===== src/rtl/rom_port_arbiter.sv =====
// Shares one asynchronous ROM read port between instruction fetch (IF) and load/store (LS),
// with a registered response slot per port and a bound on how long IF can be starved.
module rom_port_arbiter #(
  parameter int WIDTH        = 32,
  parameter int DEPTH        = 2048,
  parameter int STARVE_LIMIT = 4
) (
  input  logic             clock,
  input  logic             reset,
  input  logic             if_req,
  input  logic [WIDTH-1:0] if_addr,
  output logic             if_gnt,
  output logic             if_rvalid,
  input  logic             if_rready,
  output logic [WIDTH-1:0] if_rdata,
  output logic             if_err,
  input  logic             ls_req,
  input  logic [WIDTH-1:0] ls_addr,
  output logic             ls_gnt,
  output logic             ls_rvalid,
  input  logic             ls_rready,
  output logic [WIDTH-1:0] ls_rdata,
  output logic             ls_err,
  output logic [WIDTH-1:0] rom_address,
  input  logic [WIDTH-1:0] rom_rdata,
  output logic             if_starved
);

  localparam int              CW      = $clog2(STARVE_LIMIT + 1);
  localparam logic [CW-1:0]   LIMIT   = CW'(STARVE_LIMIT);
  localparam logic [WIDTH-3:0] DEPTH_W = (WIDTH-2)'(DEPTH);

  logic             r_if_rvalid;
  logic [WIDTH-1:0] r_if_rdata;
  logic             r_if_err;
  logic             r_ls_rvalid;
  logic [WIDTH-1:0] r_ls_rdata;
  logic             r_ls_err;
  logic [CW-1:0]    r_starve_cnt;

  logic w_if_elig;
  logic w_ls_elig;
  logic w_if_gnt;
  logic w_ls_gnt;
  logic w_starved;
  logic w_if_addr_err;
  logic w_ls_addr_err;

  function automatic logic addr_err(input logic [WIDTH-1:0] addr);
    return (addr[1:0] != 2'b00) || (addr[WIDTH-1:2] >= DEPTH_W);
  endfunction

  // A port may only be granted when its slot is empty or being drained this cycle.
  assign w_if_elig     = if_req && (!r_if_rvalid || if_rready);
  assign w_ls_elig     = ls_req && (!r_ls_rvalid || ls_rready);
  assign w_starved     = (r_starve_cnt == LIMIT);
  assign w_if_addr_err = addr_err(if_addr);
  assign w_ls_addr_err = addr_err(ls_addr);

  always_comb begin
    w_if_gnt = 1'b0;
    w_ls_gnt = 1'b0;
    if (w_starved && w_if_elig) begin
      w_if_gnt = 1'b1;
    end else if (w_ls_elig) begin
      w_ls_gnt = 1'b1;
    end else if (w_if_elig) begin
      w_if_gnt = 1'b1;
    end
  end

  always_comb begin
    rom_address = '0;
    if (w_if_gnt) begin
      rom_address = if_addr;
    end else if (w_ls_gnt) begin
      rom_address = ls_addr;
    end
  end

  // Error responses still occupy the slot, but never expose the ROM word.
  always_ff @(posedge clock) begin
    if (reset) begin
      r_if_rvalid <= 1'b0;
      r_if_rdata  <= '0;
      r_if_err    <= 1'b0;
    end else if (w_if_gnt) begin
      r_if_rvalid <= 1'b1;
      r_if_err    <= w_if_addr_err;
      r_if_rdata  <= w_if_addr_err ? '0 : rom_rdata;
    end else if (r_if_rvalid && if_rready) begin
      r_if_rvalid <= 1'b0;
      r_if_rdata  <= '0;
      r_if_err    <= 1'b0;
    end
  end

  always_ff @(posedge clock) begin
    if (reset) begin
      r_ls_rvalid <= 1'b0;
      r_ls_rdata  <= '0;
      r_ls_err    <= 1'b0;
    end else if (w_ls_gnt) begin
      r_ls_rvalid <= 1'b1;
      r_ls_err    <= w_ls_addr_err;
      r_ls_rdata  <= w_ls_addr_err ? '0 : rom_rdata;
    end else if (r_ls_rvalid && ls_rready) begin
      r_ls_rvalid <= 1'b0;
      r_ls_rdata  <= '0;
      r_ls_err    <= 1'b0;
    end
  end

  // Counts cycles IF was ready to go but lost to LS; saturates at the limit.
  always_ff @(posedge clock) begin
    if (reset) begin
      r_starve_cnt <= '0;
    end else if (w_if_gnt || !if_req) begin
      r_starve_cnt <= '0;
    end else if (w_if_elig && w_ls_gnt && !w_starved) begin
      r_starve_cnt <= r_starve_cnt + CW'(1);
    end
  end

  assign if_gnt     = w_if_gnt;
  assign ls_gnt     = w_ls_gnt;
  assign if_rvalid  = r_if_rvalid;
  assign if_rdata   = r_if_rdata;
  assign if_err     = r_if_err;
  assign ls_rvalid  = r_ls_rvalid;
  assign ls_rdata   = r_ls_rdata;
  assign ls_err     = r_ls_err;
  assign if_starved = w_starved;

  a_one_grant: assert property (@(posedge clock) !(if_gnt && ls_gnt));

endmodule

===== config.mk =====
export PLATFORM = sky130hd
export DESIGN_NAME = rom_port_arbiter
export DESIGN_NICKNAME = d
export VERILOG_FILES = /design/src/rtl/rom_port_arbiter.sv
export SDC_FILE = /design/constraint.sdc
export NUM_CORES = 1
export LEC_CHECK = 0
export ABC_AREA = 1
export CAP_MARGIN = 40
export CORE_UTILIZATION = 36
export DETAILED_ROUTE_END_ITERATION = 7
export GPL_TIMING_DRIVEN = 0
export PLACE_DENSITY = 0.79
export SLEW_MARGIN = 0
export SYNTH_ARGS = -nofsm -noshare
export SYNTH_HDL_FRONTEND = slang
export SYNTH_SLANG_ARGS = --single-unit

===== constraint.sdc =====
create_clock -name clock -period 1.8 [get_ports clock]
set_clock_uncertainty 0.1 [all_clocks]
set_input_delay 0.36 -clock clock [delete_from_list [all_inputs] [get_ports clock]]
set_output_delay 0.36 -clock clock [all_outputs]
set_load 0.01 [all_outputs]

# ---- Word level (Yosys, flattened, before mapping)
# Cells that the tools add are included.
dict set report word_totals {
  ff_bits 71
  in_bits 102
  output_inout_bits 103
  word_cells 51
}
dict set report classes {
  addsub 1
  n_lt_le_gt_ge 2
  eq_ne 1
  muxes 19
  n_reduce_logical 21
}
# op n
set ops {}
lappend ops {{2-to-1 mux 32 bit} 8}
lappend ops {{>= comparator 30 x 12 -> 1 bit (second input constant)} 2}
lappend ops {{2-to-1 mux 1 bit} 11}
lappend ops {{nonzero test 2 bit} 4}
lappend ops {{logical AND 1 bit} 7}
lappend ops {{logical OR 1 bit} 5}
lappend ops {{logical NOT 1 bit} 4}
lappend ops {{adder 3 x 1 -> 3 bit (second input constant)} 1}
lappend ops {{== test 3 bit (second input constant)} 1}
lappend ops {{OR reduction 2 bit} 1}

# ---- Depth between registers and ports, before layout
# Gate-level depths: netlist of run 1.
dict set report depth {
  word_depth 8
  mapped_depth 11
  mapped_depth_nobuf 10
}

# ---- Worst setup path before layout of run 1
# Ideal clock, no wire load.
dict set report synth_timing {
  path_kind {reg2out}
  startpoint {register r_starve_cnt[0]}
  endpoint {output rom_address[10]}
  arrival_time_ps 1374
  required_ps 1340
  path_slack_ps -34
  path_stages_with_launch 9
  n_path_buf 1
  path_cell_list {dfxtp_1 > inv_1 > ha_1 > nand2_1 > nand3_2 > nand2_4 > inv_2 > buf_4 > a22o_1}
}
dict set report synth_between {
  elab_chain_cells 5
}
# element line
set synth_lines {}
lappend synth_lines {{from (decl)} 39} ;# logic [CW-1:0] r_starve_cnt;
lappend synth_lines {{from (signal assigned)} 121} ;# r_starve_cnt <= r_starve_cnt + CW'(1);
lappend synth_lines {{== test 3 bit (*)} 56} ;# assign w_starved = (r_starve_cnt == LIMIT);
lappend synth_lines {{logical AND 1 bit (*)} 63} ;# if (w_starved && w_if_elig) begin
lappend synth_lines {{2-to-1 mux 1 bit} 63}
lappend synth_lines {{2-to-1 mux 32 bit} 76} ;# end else if (w_ls_gnt) begin
lappend synth_lines {{2-to-1 mux 32 bit (*)} 74} ;# if (w_if_gnt) begin
lappend synth_lines {{to (decl)} 24} ;# output logic [WIDTH-1:0] rom_address,
# Mark *: on every way between the ends. The rest lies on a longest branch, timed or not.

# ---- Worst setup path after layout of run 1
dict set report layout_timing {
  startpoint {register r_starve_cnt[1]}
  endpoint {output rom_address[6]}
}
# Same word-level chain as after synthesis.

==> metrics.cfg, run 1 <==
[run_status]
status = finished with violations
violations = setup timing

[clock_network]
worstSkewPairLatency_ns = 0.34
root_buffer = clkbuf_8
cts_made_buffers = 9
path_clk_slew_ns = 0.07
cts_tree = yes
cts_sinks = 71
h-tree-depth = 3
clock_path_buffers = 2
ctsHoldBuffers = 0

[pwr]
total_power_uw = 4000
clkPwrFrac_pct = 39.3
switching_share_pct = 25.5
power_frac_comb_pct = 21.2
p_int_uw = 2980
p_sw_uw = 1020
p_seq_share_pct = 39.6
ir_drop_mv = 0.517
power_density_mw_per_mm2 = 608
leakagePower_uw = 0.00261

[sta]
hold_viol_final = 0
rsz0062_at_grt = true
slew_violations = 0
setup_viol = 34
period_share_pct = 121
tightestPinTransition_ns = 0.509
fin_tns_setup_ns = -11.11
period_needed_ns = 2.18
slew_headroom_pct = 66.1
fmax_mhz = 458
finalWorstSetupSlack_ns = -0.382

[final_layout]
layout.nets = 959
syn_to_final_growth_pct = 70.1
final_cell_mix = nor2_1 (281), clkdlybuf4s50_1 (163), inv_1 (70)
mostFrequentLayoutCell = nor2_1
final_area_mm2 = 0.00658
n_fill_cell = 981
drive_gt1_share_pct = 15.6

[drt]
dr.pass1.iters = 5
drc_errors = 0
wl_met1_mm = 6.05
totalWireLength_mm = 13.7
dr.max_layer_used = met4
viasPerCell = 4.64
num_vias = 4625
post_drt_wl_per_cell_um = 13.8
final_antenna_net_count = 0
met2_length_mm = 6.24
drtIter0Drc = 225
dr_wl_met3_mm = 1.13

[synthesis]
ys_top_cells_by_area = dfxtp_1 (37%), nor2_1 (27%), nand3_1 (9.2%), inv_1 (7.2%), a22o_1 (5.9%)
synth.avg_cell_area_um2 = 6.25
syn_inst = 619
yosys.area.top_type_share_pct = 36.7
syn_nets = 723
synth-seq-cells = 71
ys_warn_count = 0
ys_types = 22
syn_area_mm2 = 0.00387
synth-seq-area-share_pct = 36.7
synth_top_area_cell = dfxtp_1

[placed_design]
place_hpwl_mm = 10.0
io_buffers = 203
routabilityCongestion = 0.798
post_dp_cell_area_mm2 = 0.00609

[grt]
grt_pass1_vias = 4384
track_usage_pct = 24.7
antenna_found_initial = 0
grt_start_max_net_pins = 13
gr-total-overflow = 0
grt_pass1_wl_mm = 21.8

[die]
fp.dieW_um = 106
core_mm2 = 0.0104
fp-row-count = 37
die-area_mm2 = 0.0112
start_util_pct = 37.3
die_h_um = 106
ios = 205

[critical_path]
end_kind = output pin
criticalPathCategory = reg2out
cp_data_required_time_ns = 1.34
worstPathBufferInverterCount = 5
reg2reg_from = r_starve_cnt[1]
cp_cell_sequence = inv_2 -> ha_4 -> nand2_4 -> inv_4 -> nand3_4 -> nand2_8 -> inv_12 -> buf_8 -> a22o_1 -> buf_2
arrival_ns = 1.72
reg2reg_setup_slack_ns = 0.08
startpoint = r_starve_cnt[1]
startpoint_type = flop
path_max_fanout = 8
crit_slowest_cell = dfxtp_2
crit_family = buffers and inverters
critical-path-max-stage-delay_ns = 0.33

[hold_path]
min_from = if_err
worst_hold_path_type = reg2reg

[flow_run]
drv_cap = 0

==> path summary, 6_finish.rpt <==
check | end | depth (start not counted)
max reg2reg | ls_rdata[28] | 12
min reg2reg | if_err | 2
min | if_err | 2
max | rom_address[6] | 10
==> Yosys cell counts, drive strengths merged <==
master	instances
a21oi	8
nand3	73
xor2	1
inv	78
ha	2
a21boi	1
dfxtp	71
buf	24
clkbuf	14
nor2	281
nand2	34
a22o	26
o21ai	6
==> registers in the layout (all words and copies together) (netlist names) <==
| name | cells |
|---|---|
| r_starve_cnt | 3 |
| ls_rdata | 32 |
| ls_err | 1 |
| if_rvalid | 1 |
| if_err | 1 |
| if_rdata | 32 |
| ls_rvalid | 1 |
==> cells by family (layout without fill, tap and decap cells) <==
group | Yosys count | count (layout) | synth area share (%)
other cells | 0 | 1 | 0
simple gates | 388 | 388 | 41.1
fa+ha+maj | 2 | 2 | 0.647
flops | 71 | 71 | 36.7
buf+inv | 116 | 356 | 13.0
xor+xnor | 1 | 1 | 0.226
compound gates | 41 | 41 | 8.28
==> worst register-to-register path, delay by kind of cell, from the launching register on <==
kind | cells | cell delay, ns
buffers and inverters | 5 | 0.61
AND/OR/NAND/NOR | 6 | 0.41
flip-flops | 1 | 0.33
adder cells (fa/ha/maj) | 1 | 0.14
==> power groups by stage <==
| stage | Sequential [µW] | Combinational [µW] | Clock, µW |
|---|---|---|---|
| after floorplan | 1620 | 329 | 0 |
| after global routing | 1590 | 910 | 1660 |
| after global placement | 1620 | 796 | 0 |
| after CTS | 1580 | 813 | 1600 |
| final | 1580 | 847 | 1570 |
| after detailed placement | 1620 | 798 | 0 |
==> routing by layer <==
layer	GRT usage, %	up-vias
met5	0	-
met4	6.94	0
met3	6.62	24
met2	40.3	176
met1	32.0	2050
li1	-	2375
==> layout make-up <==
| type | count | area (µm²) | share of cell area, % |
|---|---|---|---|
| Antenna cell | 1 | 2.50 | 0.0380 |
| Multi-Input combinational cell | 432 | 2050 | 31.1 |
| Buffer | 38 | 303 | 4.60 |
| Tap cell | 136 | 170 | 2.59 |
| Sequential cell | 71 | 1430 | 21.7 |
| Inverter | 78 | 313 | 4.75 |
| Clock buffer | 10 | 138 | 2.09 |
| Timing Repair Buffer | 225 | 2080 | 31.6 |
| Clock inverter | 5 | 106 | 1.62 |
==> timing repair <==
| item | 4_1_cts | 5_1_grt |
|---|---|---|
| hold endpoints to repair | 0 | 0 |
| buffers inserted | 14 | 5 |
| setup endpoints to repair | 98 | 96 |
| pin swaps | 20 | 11 |
| gates cloned | 4 | 0 |
| gates resized for setup | 198 | 45 |
==> metrics by stage <==
stage	instances	util (%)	hold WS, ns	setup WS [ns]
after floorplan	619	-	0.356	-0.00227
after global placement	958	58.7	0.368	-1.15
after detailed placement	958	58.7	0.373	-1.16
after CTS	991	62.2	0.382	-0.378
after global routing	995	63.4	0.407	-0.457
final	996	63.5	0.382	-0.382
No activity file was read; power rests on OpenSTA's default activity.
==> run 2, diff against run 1 <==
GPL_TIMING_DRIVEN = unset   (was 0)
SLEW_MARGIN = unset   (was 0)
==> run 2 against run 1 <==
The run still ends with setup timing left; register-to-register slack worse by 0.03 ns; sequential power about the same; non-clock buffer count fell by 10; sequential cell count stayed put; global-route usage is 0.31 points higher; critical endpoint is now rom_address[2]; largest cell class unchanged; highest routed layer unchanged.
==> metrics.cfg, run 2 (same netlist as run 1, synthesis figures left out) <==
[critical_path]
reg2reg_setup_slack_ns = 0.05
worstRegToRegCells = 13
reg2reg_from = r_starve_cnt[0]
cp_cell_sequence = inv_2 -> ha_4 -> nand2_4 -> inv_4 -> nand3_4 -> nand2_4 -> inv_8 -> buf_12 -> a22o_1 -> buf_2
startpoint_type = flop
crit_top_cell = nand2_4
arrival_ns = 1.72
reg2reg_to = r_starve_cnt[2]
path_max_fanout = 11
worstPathBufferInverterCount = 5
crit_family = buffers and inverters
crit_slowest_cell = dfxtp_2
critical-path-max-stage-delay_ns = 0.33
cp_data_required_time_ns = 1.34
end_kind = output pin
criticalPathCategory = reg2out

[placed_design]
io_buffers = 204
routabilityCongestion = 0.868
dp.cells = 959
place_hpwl_mm = 10.0

[grt]
grt_pass1_vias = 4835
antenna_found_initial = 0
gr-total-overflow = 0
grt_pass1_wl_mm = 22.5
track_usage_pct = 25.0
grt_start_max_net_pins = 42

[drt]
viasPerCell = 4.84
drtIter0Drc = 266
totalWireLength_mm = 14.2
drc_errors = 0
final_antenna_net_count = 0
dr.pass1.iters = 5
num_vias = 4773
post_drt_wl_per_cell_um = 14.4

[final_layout]
drive_gt1_share_pct = 15.9
n_antenna_cell = 0
syn_to_final_growth_pct = 70.5
final_cell_mix = nor2_1 (281), clkdlybuf4s50_1 (162), nand3_1 (71)
fin_cells = 986
layout.nets = 949
mostFrequentLayoutCell = nor2_1

[sta]
period_share_pct = 121
whs_ns = 0.273
fin_tns_setup_ns = -11.19
finalWorstSetupSlack_ns = -0.381
slew_violations = 0
slew_headroom_pct = 71.3
fmax_mhz = 459
tightestPinTransition_ns = 0.430
period_needed_ns = 2.18
rsz0062_at_grt = true
hold_viol_final = 0
setup_viol = 35

[pwr]
switching_share_pct = 24.2
p_seq_share_pct = 38.3
power_density_mw_per_mm2 = 627
leakagePower_uw = 0.00262
clkPwrFrac_pct = 41.1
p_sw_uw = 1000
ir_drop_mv = 0.508
power_frac_comb_pct = 20.6
p_int_uw = 3140

[die]
core_mm2 = 0.0104
fp.dieW_um = 106
start_util_pct = 37.3
fp-row-count = 37
die_h_um = 106
die-area_mm2 = 0.0112
ios = 205

[clock_network]
cts_tree = yes
clock_path_buffers = 2
path_clk_slew_ns = 0.07
root_buffer = clkbuf_8
cts_sinks = 71
cts_made_buffers = 9
worstSkewPairLatency_ns = 0.33
h-tree-depth = 3

[run_status]
status = finished with violations
violations = setup timing

[hold_path]
hold_path_end = r_starve_cnt[1]
whs_path_depth = 4
min_from = reset
worst_hold_path_type = in2reg

[flow_run]
drv_cap = 0

-- run 2: changes by cell type in the layout (fill, tap and decap cells not counted), sizes merged --
cell | before | now
buf | 86 | 84
bufinv | 3 | 4
clkbuf | 19 | 12
clkdlybuf4s50 | 163 | 162
clkinvlp | 1 | 0
diode | 1 | 0
dlygate4sd2 | 4 | 6
dlymetal6s2s | 1 | 0
-- run 2: worst max-delay path by stage --
stage                               start              end  slack [ns]  cells past startpoint
final                     r_starve_cnt[0]   rom_address[2]       -0.38                     10
after global routing      r_starve_cnt[0]   rom_address[2]       -0.45                     10
after CTS                 r_starve_cnt[1]   rom_address[7]       -0.37                      9
after detailed placement        if_rready  rom_address[26]       -0.84                     10
after global placement          if_rready  rom_address[13]       -0.75                     10
after floorplan           r_starve_cnt[0]  rom_address[13]      -0.002                     10
-- run 2: per-layer routing --
| layer | track usage, % | vias to the layer above | wire, µm |
|---|---|---|---|
| li1 | - | 2343 | - |
| met1 | 28.0 | 2183 | 5780 |
| met2 | 45.1 | 209 | 7000 |
| met3 | 6.74 | 38 | 1060 |
| met4 | 9.23 | 0 | 352 |
| met5 | 0 | - | 0 |
-- run 2: power by group through the flow --
stage	Combinational [µW]	Clock [µW]	Sequential, µW
2_1_floorplan	329	0	1620
3_3_place_gp	831	0	1620
3_5_place_dp	847	0	1620
4_1_cts	815	1740	1580
5_1_grt	905	1800	1580
6_report	852	1700	1580
-- run 2: through the flow --
stage	utilization (%)	total power [µW]	setup WS [ns]	cell area (µm²)
global route	63.6	4290	-0.449	6600
detailed placement	60.4	2470	-0.844	6270
floorplan	-	1950	-0.00227	3890
CTS	62.6	4140	-0.371	6490
finish	63.6	4140	-0.381	6600
global placement	60.4	2450	-0.750	6270
-- run 2: worst reg2reg max path, cell delays in order (launching register included) --
cell,delay (ns)
dfxtp_2,0.33
inv_2,0.07
ha_4,0.14
nand2_4,0.06
inv_4,0.07
nand3_4,0.07
nand2_4,0.11
inv_8,0.05
buf_6,0.13
buf_4,0.13
buf_4,0.14
nand2_2,0.08
nand2_1,0.08
a21oi_2,0.13
-- run 2: cell type report --
type	count	area, µm²
multi-input combinational	432	2020
tap	136	170
fill	929	3770
inverter	78	310
sequential	71	1430
clock buffer	11	141
clock inverter	5	129
timing repair buffer	253	2400
-- run 2: repair_timing --
item                       CTS  global route
hold endpoints to repair     0             0
buffers inserted             5             4
gates cloned                 2             2
hold buffers                 0             0
setup endpoints to repair   37            37
pin swaps                    6            23
resized for setup          181            14
